$ cat src/rtl/csd2bin_seq.sv
// Sequential CSD-to-binary converter: shifts P digits per cycle into a two's-complement accumulator.
// Optional macro CSD2BIN_SEQ_NONCANON_CHECK_EN enables the adjacent-nonzero-digit (non-canonical) check.
module csd2bin_seq #(
    parameter int W     = 8,
    parameter int P     = 1,
    parameter int LOG2W = 3
) (
    input  logic             clk,
    input  logic             arst,
    input  logic             enable,
    input  logic             in_valid,
    output logic             in_ready,
    input  logic [2*W-1:0]   csd_in,
    output logic             out_valid,
    input  logic             out_ready,
    output logic [W-1:0]     bin_out,
    output logic             err_invalid,
    output logic             err_noncanon,
    output logic             busy
);

    typedef enum logic [1:0] {
        IDLE = 2'd0,
        CONV = 2'd1,
        DONE = 2'd2
    } state_t;

    localparam logic [LOG2W:0] LAST_STEP = (LOG2W+1)'(W/P - 1);

    state_t           state;
    state_t           state_nxt;
    logic [2*W-1:0]   sreg;
    logic [W-1:0]     acc;
    logic [W-1:0]     acc_nxt;
    logic [LOG2W:0]   cnt;
    logic             inv_flag;
    logic             inv_nxt;
    logic             accept;
    logic             last_step;

    assign accept    = in_valid & in_ready;
    assign last_step = (cnt == LAST_STEP);
    assign busy      = (state != IDLE);

    always_ff @(posedge clk) begin
        if (arst) begin
            state <= IDLE;
        end else if (enable) begin
            state <= state_nxt;
        end
    end

    always_comb begin
        state_nxt = state;
        in_ready  = 1'b0;
        out_valid = 1'b0;
        case (state)
            IDLE: begin
                in_ready = enable;
                if (in_valid) begin
                    state_nxt = CONV;
                end
            end
            CONV: begin
                if (last_step) begin
                    state_nxt = DONE;
                end
            end
            DONE: begin
                out_valid = 1'b1;
                in_ready  = enable & out_ready;
                if (out_ready) begin
                    state_nxt = in_valid ? CONV : IDLE;
                end
            end
            default: begin
                state_nxt = IDLE;
            end
        endcase
    end

    // Digit j of this step carries weight 2^(cnt*P + j); code 11 contributes nothing.
    always_comb begin
        acc_nxt = acc;
        inv_nxt = inv_flag;
        for (int j = 0; j < P; j++) begin
            case (sreg[2*j +: 2])
                2'b01:   acc_nxt = acc_nxt + (W'(1) << (int'(cnt) * P + j));
                2'b10:   acc_nxt = acc_nxt - (W'(1) << (int'(cnt) * P + j));
                2'b11:   inv_nxt = 1'b1;
                default: ;
            endcase
        end
    end

`ifdef CSD2BIN_SEQ_NONCANON_CHECK_EN
    logic nc_flag;
    logic nc_nxt;
    logic prev_nz;
    logic prev_nz_nxt;

    // prev_nz carries the last digit of one step into the first digit of the next.
    always_comb begin
        nc_nxt      = nc_flag;
        prev_nz_nxt = prev_nz;
        for (int j = 0; j < P; j++) begin
            if (prev_nz_nxt && (sreg[2*j] ^ sreg[2*j+1])) begin
                nc_nxt = 1'b1;
            end
            prev_nz_nxt = sreg[2*j] ^ sreg[2*j+1];
        end
    end

    always_ff @(posedge clk) begin
        if (arst) begin
            nc_flag <= 1'b0;
            prev_nz <= 1'b0;
        end else if (enable) begin
            if (accept) begin
                nc_flag <= 1'b0;
                prev_nz <= 1'b0;
            end else if (state == CONV) begin
                nc_flag <= nc_nxt;
                prev_nz <= prev_nz_nxt;
            end
        end
    end

    assign err_noncanon = out_valid & nc_flag;
`else
    assign err_noncanon = 1'b0;
`endif

    always_ff @(posedge clk) begin
        if (arst) begin
            sreg     <= '0;
            acc      <= '0;
            cnt      <= '0;
            inv_flag <= 1'b0;
        end else if (enable) begin
            if (accept) begin
                sreg     <= csd_in;
                acc      <= '0;
                cnt      <= '0;
                inv_flag <= 1'b0;
            end else if (state == CONV) begin
                sreg     <= sreg >> (2*P);
                acc      <= acc_nxt;
                cnt      <= cnt + 1'b1;
                inv_flag <= inv_nxt;
            end
        end
    end

    assign bin_out     = out_valid ? acc : '0;
    assign err_invalid = out_valid & inv_flag;

endmodule

$ cat config.mk
export PLATFORM = sky130hd
export DESIGN_NAME = csd2bin_seq
export DESIGN_NICKNAME = d
export VERILOG_FILES = /design/src/rtl/csd2bin_seq.sv
export SDC_FILE = /design/constraint.sdc
export NUM_CORES = 1
export LEC_CHECK = 0
export BUFFER_PORTS_ARGS = -buffer_cell sky130_fd_sc_hd__buf_2
export CORE_ASPECT_RATIO = 1.25
export CORE_UTILIZATION = 61
export CTS_BUF_LIST = sky130_fd_sc_hd__clkbuf_2 sky130_fd_sc_hd__clkbuf_4 sky130_fd_sc_hd__clkbuf_8
export DETAILED_ROUTE_END_ITERATION = 12
export PLACE_DENSITY = 0.94
export SLEW_MARGIN = 20
export SYNTH_ARGS = -nofsm -noshare
export SYNTH_HDL_FRONTEND = slang
export SYNTH_SLANG_ARGS = --single-unit
$ cat constraint.sdc
create_clock -name clk -period 7 [get_ports clk]
set_input_delay 1.4 -clock clk [delete_from_list [all_inputs] [get_ports clk]]
set_output_delay 1.4 -clock clk [all_outputs]
set_load 0.03 [all_outputs]
### After elaboration in Yosys (flattened, before gate mapping)

Cells that the tools add are included.

| word-level totals | value |
|---|---|
| flip-flop bits (word level) | 31 |
| input bits | 21 |
| output and inout bits | 13 |
| logic and storage cells | 48 |

| cells by class | value |
|---|---|
| add/sub/neg operators | 3 |
| equality and inequality tests | 9 |
| shifts and indexed selects | 1 |
| muxes and demuxes | 18 |
| bitwise operators | 3 |
| reduce and logical (&&, ||, !) cells | 9 |

Operators by type and width:

| kind | number |
|---|---|
| 2-to-1 mux 16 bit | 2 |
| 2-to-1 mux 8 bit | 3 |
| one-hot mux 8 bit (2 select lines) | 1 |
| adder 8 bit | 1 |
| 2-to-1 mux 4 bit | 2 |
| left shift 1 x 4 -> 8 bit (first input constant) | 1 |
| subtractor 8 bit | 1 |
| == test 2 bit (second input constant) | 3 |
| 2-to-1 mux 2 bit | 3 |
| inequality test 2 bit (second input constant) | 3 |
| one-hot mux 2 bit (3 select lines) | 1 |
| AND reduction 3 bit | 2 |
| nonzero test 2 bit | 3 |
| 2-to-1 mux 1 bit | 5 |
| adder 4 x 1 -> 4 bit (second input constant) | 1 |
| == test 2 x 1 -> 1 bit (second input constant) | 2 |
| == test 4 x 3 -> 1 bit (second input constant) | 1 |
| AND reduction 4 bit | 1 |
| bitwise AND 1 bit | 3 |
| nonzero test 3 bit | 1 |
| logical NOT 2 bit | 1 |
| one-hot mux 1 bit (2 select lines) | 1 |
| AND reduction 2 bit | 1 |

### Longest topological paths before layout

| logic depth | value |
|---|---|
| word-level depth | 5 |
| gate-level depth with buffers | 13 |
| depth with buffers taken out | 13 |

### Worst setup path before layout

OpenSTA, ideal clock, no wires.

| timing path | value |
|---|---|
| kind | input to output |
| from | input port enable |
| to | output port in_ready |
| arrival time | 2.154 ns |
| required time | 5.600 ns |
| setup slack | 3.446 ns |
| stages | 2 |
| path buffers | 0 |
| path through | inv_1 nor3_1 |

| on the way | value |
|---|---|
| word-level cells in the longest chain between the ends | 2 |

Ends and longest elaborated chain:

| what | line | source |
|---|---|---|
| start, declared | 10 | `input logic enable,` |
| bitwise AND 1 bit | 71 | `in_ready = enable & out_ready;` |
| one-hot mux 1 bit (2 select lines) (*) | 57 | `case (state)` |
| end, declared | 12 | `output logic in_ready,` |

Mark *: on every way between the ends. The rest lies on a longest branch, timed or not.

### Worst setup path after layout

Same ends and word-level chain as after synthesis.

==> key figures <==
Outcome
  • Status: complete, no violations

Worst setup path
  • Worst setup path class: primary input to primary output
  • RR Endpoint: acc[6]$_SDFFE_PP0P_
  • CP max FO: 5
  • WP data required: 5600 ps
  • Flop2flop setup slack: 4110 ps
  • Worst setup EP type: primary output
  • Cells on worst reg2reg path: 12
  • Worst setup SP type: primary input
  • Crit path DAT: 1970 ps
  • Crit Reg-Reg Startpoint: cnt[0]$_SDFFE_PP0P_

Synthesis
  • Post-synth EDFFs: 0
  • Syn nets: 298
  • Post-synth design cell area: 2050 sq um
  • Share of the synthesized area in the top cell type: 30.3%
  • Seq/Total Area, Yosys: 30.3%
  • Synth area leader: dfxtp_1
  • Mean Syn Cell Area: 7.81 sq um
  • Netlist cell types: 47
  • Commonest cells post-synth: nand2_1 (37), nor2_1 (33), dfxtp_1 (31)
  • Synth Warn #: 0
  • Synth Instances: 262
  • Register bit total from synthesis: 31
  • Ranking of synthesized cells by area: dfxtp_1 (30%), ha_1 (8.6%), nand2_1 (6.8%)
  • Fraction of registers with async set/reset: 0%
  • Top-count cell post-synth: nand2_1
  • Synth Flop Type: dfxtp_1

Placed design
  • HPWL after DPL: 3020 um
  • Cell Area, Placed: 2190 sq um
  • Placed insts: 315
  • Placer congestion estimate: 0.867
  • Port bufs: 32

Die
  • Die height: 66.8 um
  • Die area: 3590 sq um
  • I/O pin count: 34
  • Chip width: 53.8 um
  • Core Area: 3190 sq um
  • Starting Density: 64.1%
  • Row cnt: 23

Timing
  • Max-slew violation count: 0
  • Least-Margin Pin Slew: 620 ps
  • Final hold vios: 0
  • Final Skew: 6.17 ps
  • Rel. slew slack: 58.7%
  • Post-route clock period utilization: 48.1%
  • Max Fclk: 297 MHz
  • Unrepaired setup endpoints after global routing: no
  • Setup violators final: 0
  • Total negative slack: 0 ps
  • Minimum clock period: 3370 ps

Drt
  • Pre-antenna DRT Iters: 4
  • Met2 WL: 2140 um
  • Top layer in use: met4
  • Routed length per instance: 13.2 um
  • Wl on met1: 1870 um
  • Vias post-DR: 1929
  • Via density per instance: 5.97
  • Detailed Route WL: 4260 um
  • 1st-iter DRT viols: 59
  • Wire length on met3: 136 um
  • Post-route ant nets: 0
  • Residual DRC: 0

Global route
  • Remaining Overflow, GRT: 0
  • Vias in the first global route: 1728
  • First-pass GRT wire length: 7190 um
  • Largest net degree at the start of global routing: 37
  • Initial antenna violation count: 0
  • All-Layer GR Usage: 27.4%

Hold path
  • Hold WC Path Type: flip-flop to flip-flop
  • Hold Startpoint: sreg[6]$_SDFFE_PP0P_
  • Hold path endpoint: sreg[4]$_SDFFE_PP0P_
  • Hold Crit Depth: 2

Clocking
  • Post-CTS Setup Bufs: 0
  • CTS max path bufs: 2
  • Clk slew on worst S/H paths: 60 ps
  • CTS tree: done
  • CTS H-tree lvls: 2
  • Clock latency on the worst-skew pair: 290 ps
  • Cts hold-fix bufs: 0
  • CTS Buf Count: 5
  • Clock root buffer: clkbuf_8
  • Post_cts resized: 0
  • Num Clock Sinks: 31

Power and ir drop
  • LEAKAGE: 0.000941 uW
  • VDD IR max: 189 uV
  • Pwr dens: 196 nW/um^2

Run
  • Max-cap violations: 0

Layout
  • Fin area: 2290 sq um
  • N_diodes: 0
  • Layout area overhead: 12.1%
  • Final Util: 71.8%
  • # nets final: 321
  • Final Non-Filler Cells: 323
  • Layout cells sized above 1: 17.1%
  • Fill count: 255
==> kinds of logic (layout without fill, tap and decap cells) <==
kind of cell	count (synthesis)	count (layout)	synth area share (%)
AO/OA/AOI/OAI	63	63	21.8
XOR/XNOR	6	6	2.57
adder cells (fa/ha/maj)	15	15	9.54
buffers and inverters	26	50	5.87
flip-flops	31	31	30.3
other	1	1	0.183
AND/OR/NAND/NOR	120	120	29.8
==> cell usage in the layout, fill, tap and decap left out, drive strengths merged, types with 2 or more instances in the layout <==
cell type	instances
nand2	37
buf	34
nor2	33
dfxtp	31
a311oi	14
ha	14
o21ai	14
a21oi	10
and2	9
nor2b	9
inv	8
nor3	7
clkbuf	7
nand2b	6
a22oi	6
xnor2	4
nor4	4
o21a	3
nand3b	3
nor4b	3
o211ai	2
xor2	2
a21o	2
o31a	2
or3	2
a2bb2oi	2
or4	2
a221o	2
==> worst max-delay path: stages <==
cell and delay, ps:
buf_2 90, inv_1 90, nor3_1 170, buf_2 220
==> layer usage <==
metal | vias to the layer above | track usage, %
met4 | 0 | 14.5
met1 | 901 | 33.1
met5 | - | 0
met2 | 40 | 44.4
li1 | 976 | -
met3 | 12 | 5.48
==> area by class of cell <==
cell class / instances / area [sq um] / share of cell area (%)
inverter: 8 / 30.0 / 1.31
multi-input combinational: 205 / 1320 / 57.5
clock inverter: 1 / 7.51 / 0.327
timing repair buffer: 34 / 175 / 7.63
clock buffer: 7 / 96.3 / 4.20
tap: 37 / 46.3 / 2.02
sequential: 31 / 621 / 27.0
==> report_power, final <==
part           internal [uW]  switching [uW]  leakage [uW]
Clock                   89.4            71.7     0.0000505
Combinational           40.9            54.7      0.000637
Sequential               186            7.83      0.000253
Total                    316             134      0.000941
==> stage by stage <==
step | total power, uW | hold slack (ps) | setup WS (ps)
after floorplan | 272 | 459 | 3450
after global placement | 289 | 465 | 3620
after detailed placement | 293 | 474 | 3630
after CTS | 452 | 485 | 3630
after global routing | 471 | 504 | 3590
final | 451 | 484 | 3630
==> registers in the layout, indices dropped and copies added, names as in the netlist <==
signal	flops
acc	8
state	2
sreg	16
cnt	4
inv_flag	1
==> worst max path at each step <==
stage	startpoint	to
2_1_floorplan	enable	in_ready
3_3_place_gp	enable	in_ready
3_5_place_dp	enable	in_ready
4_1_cts	enable	in_ready
5_1_grt	enable	in_ready
6_report	enable	in_ready
Power figures use the tool's default switching activity.
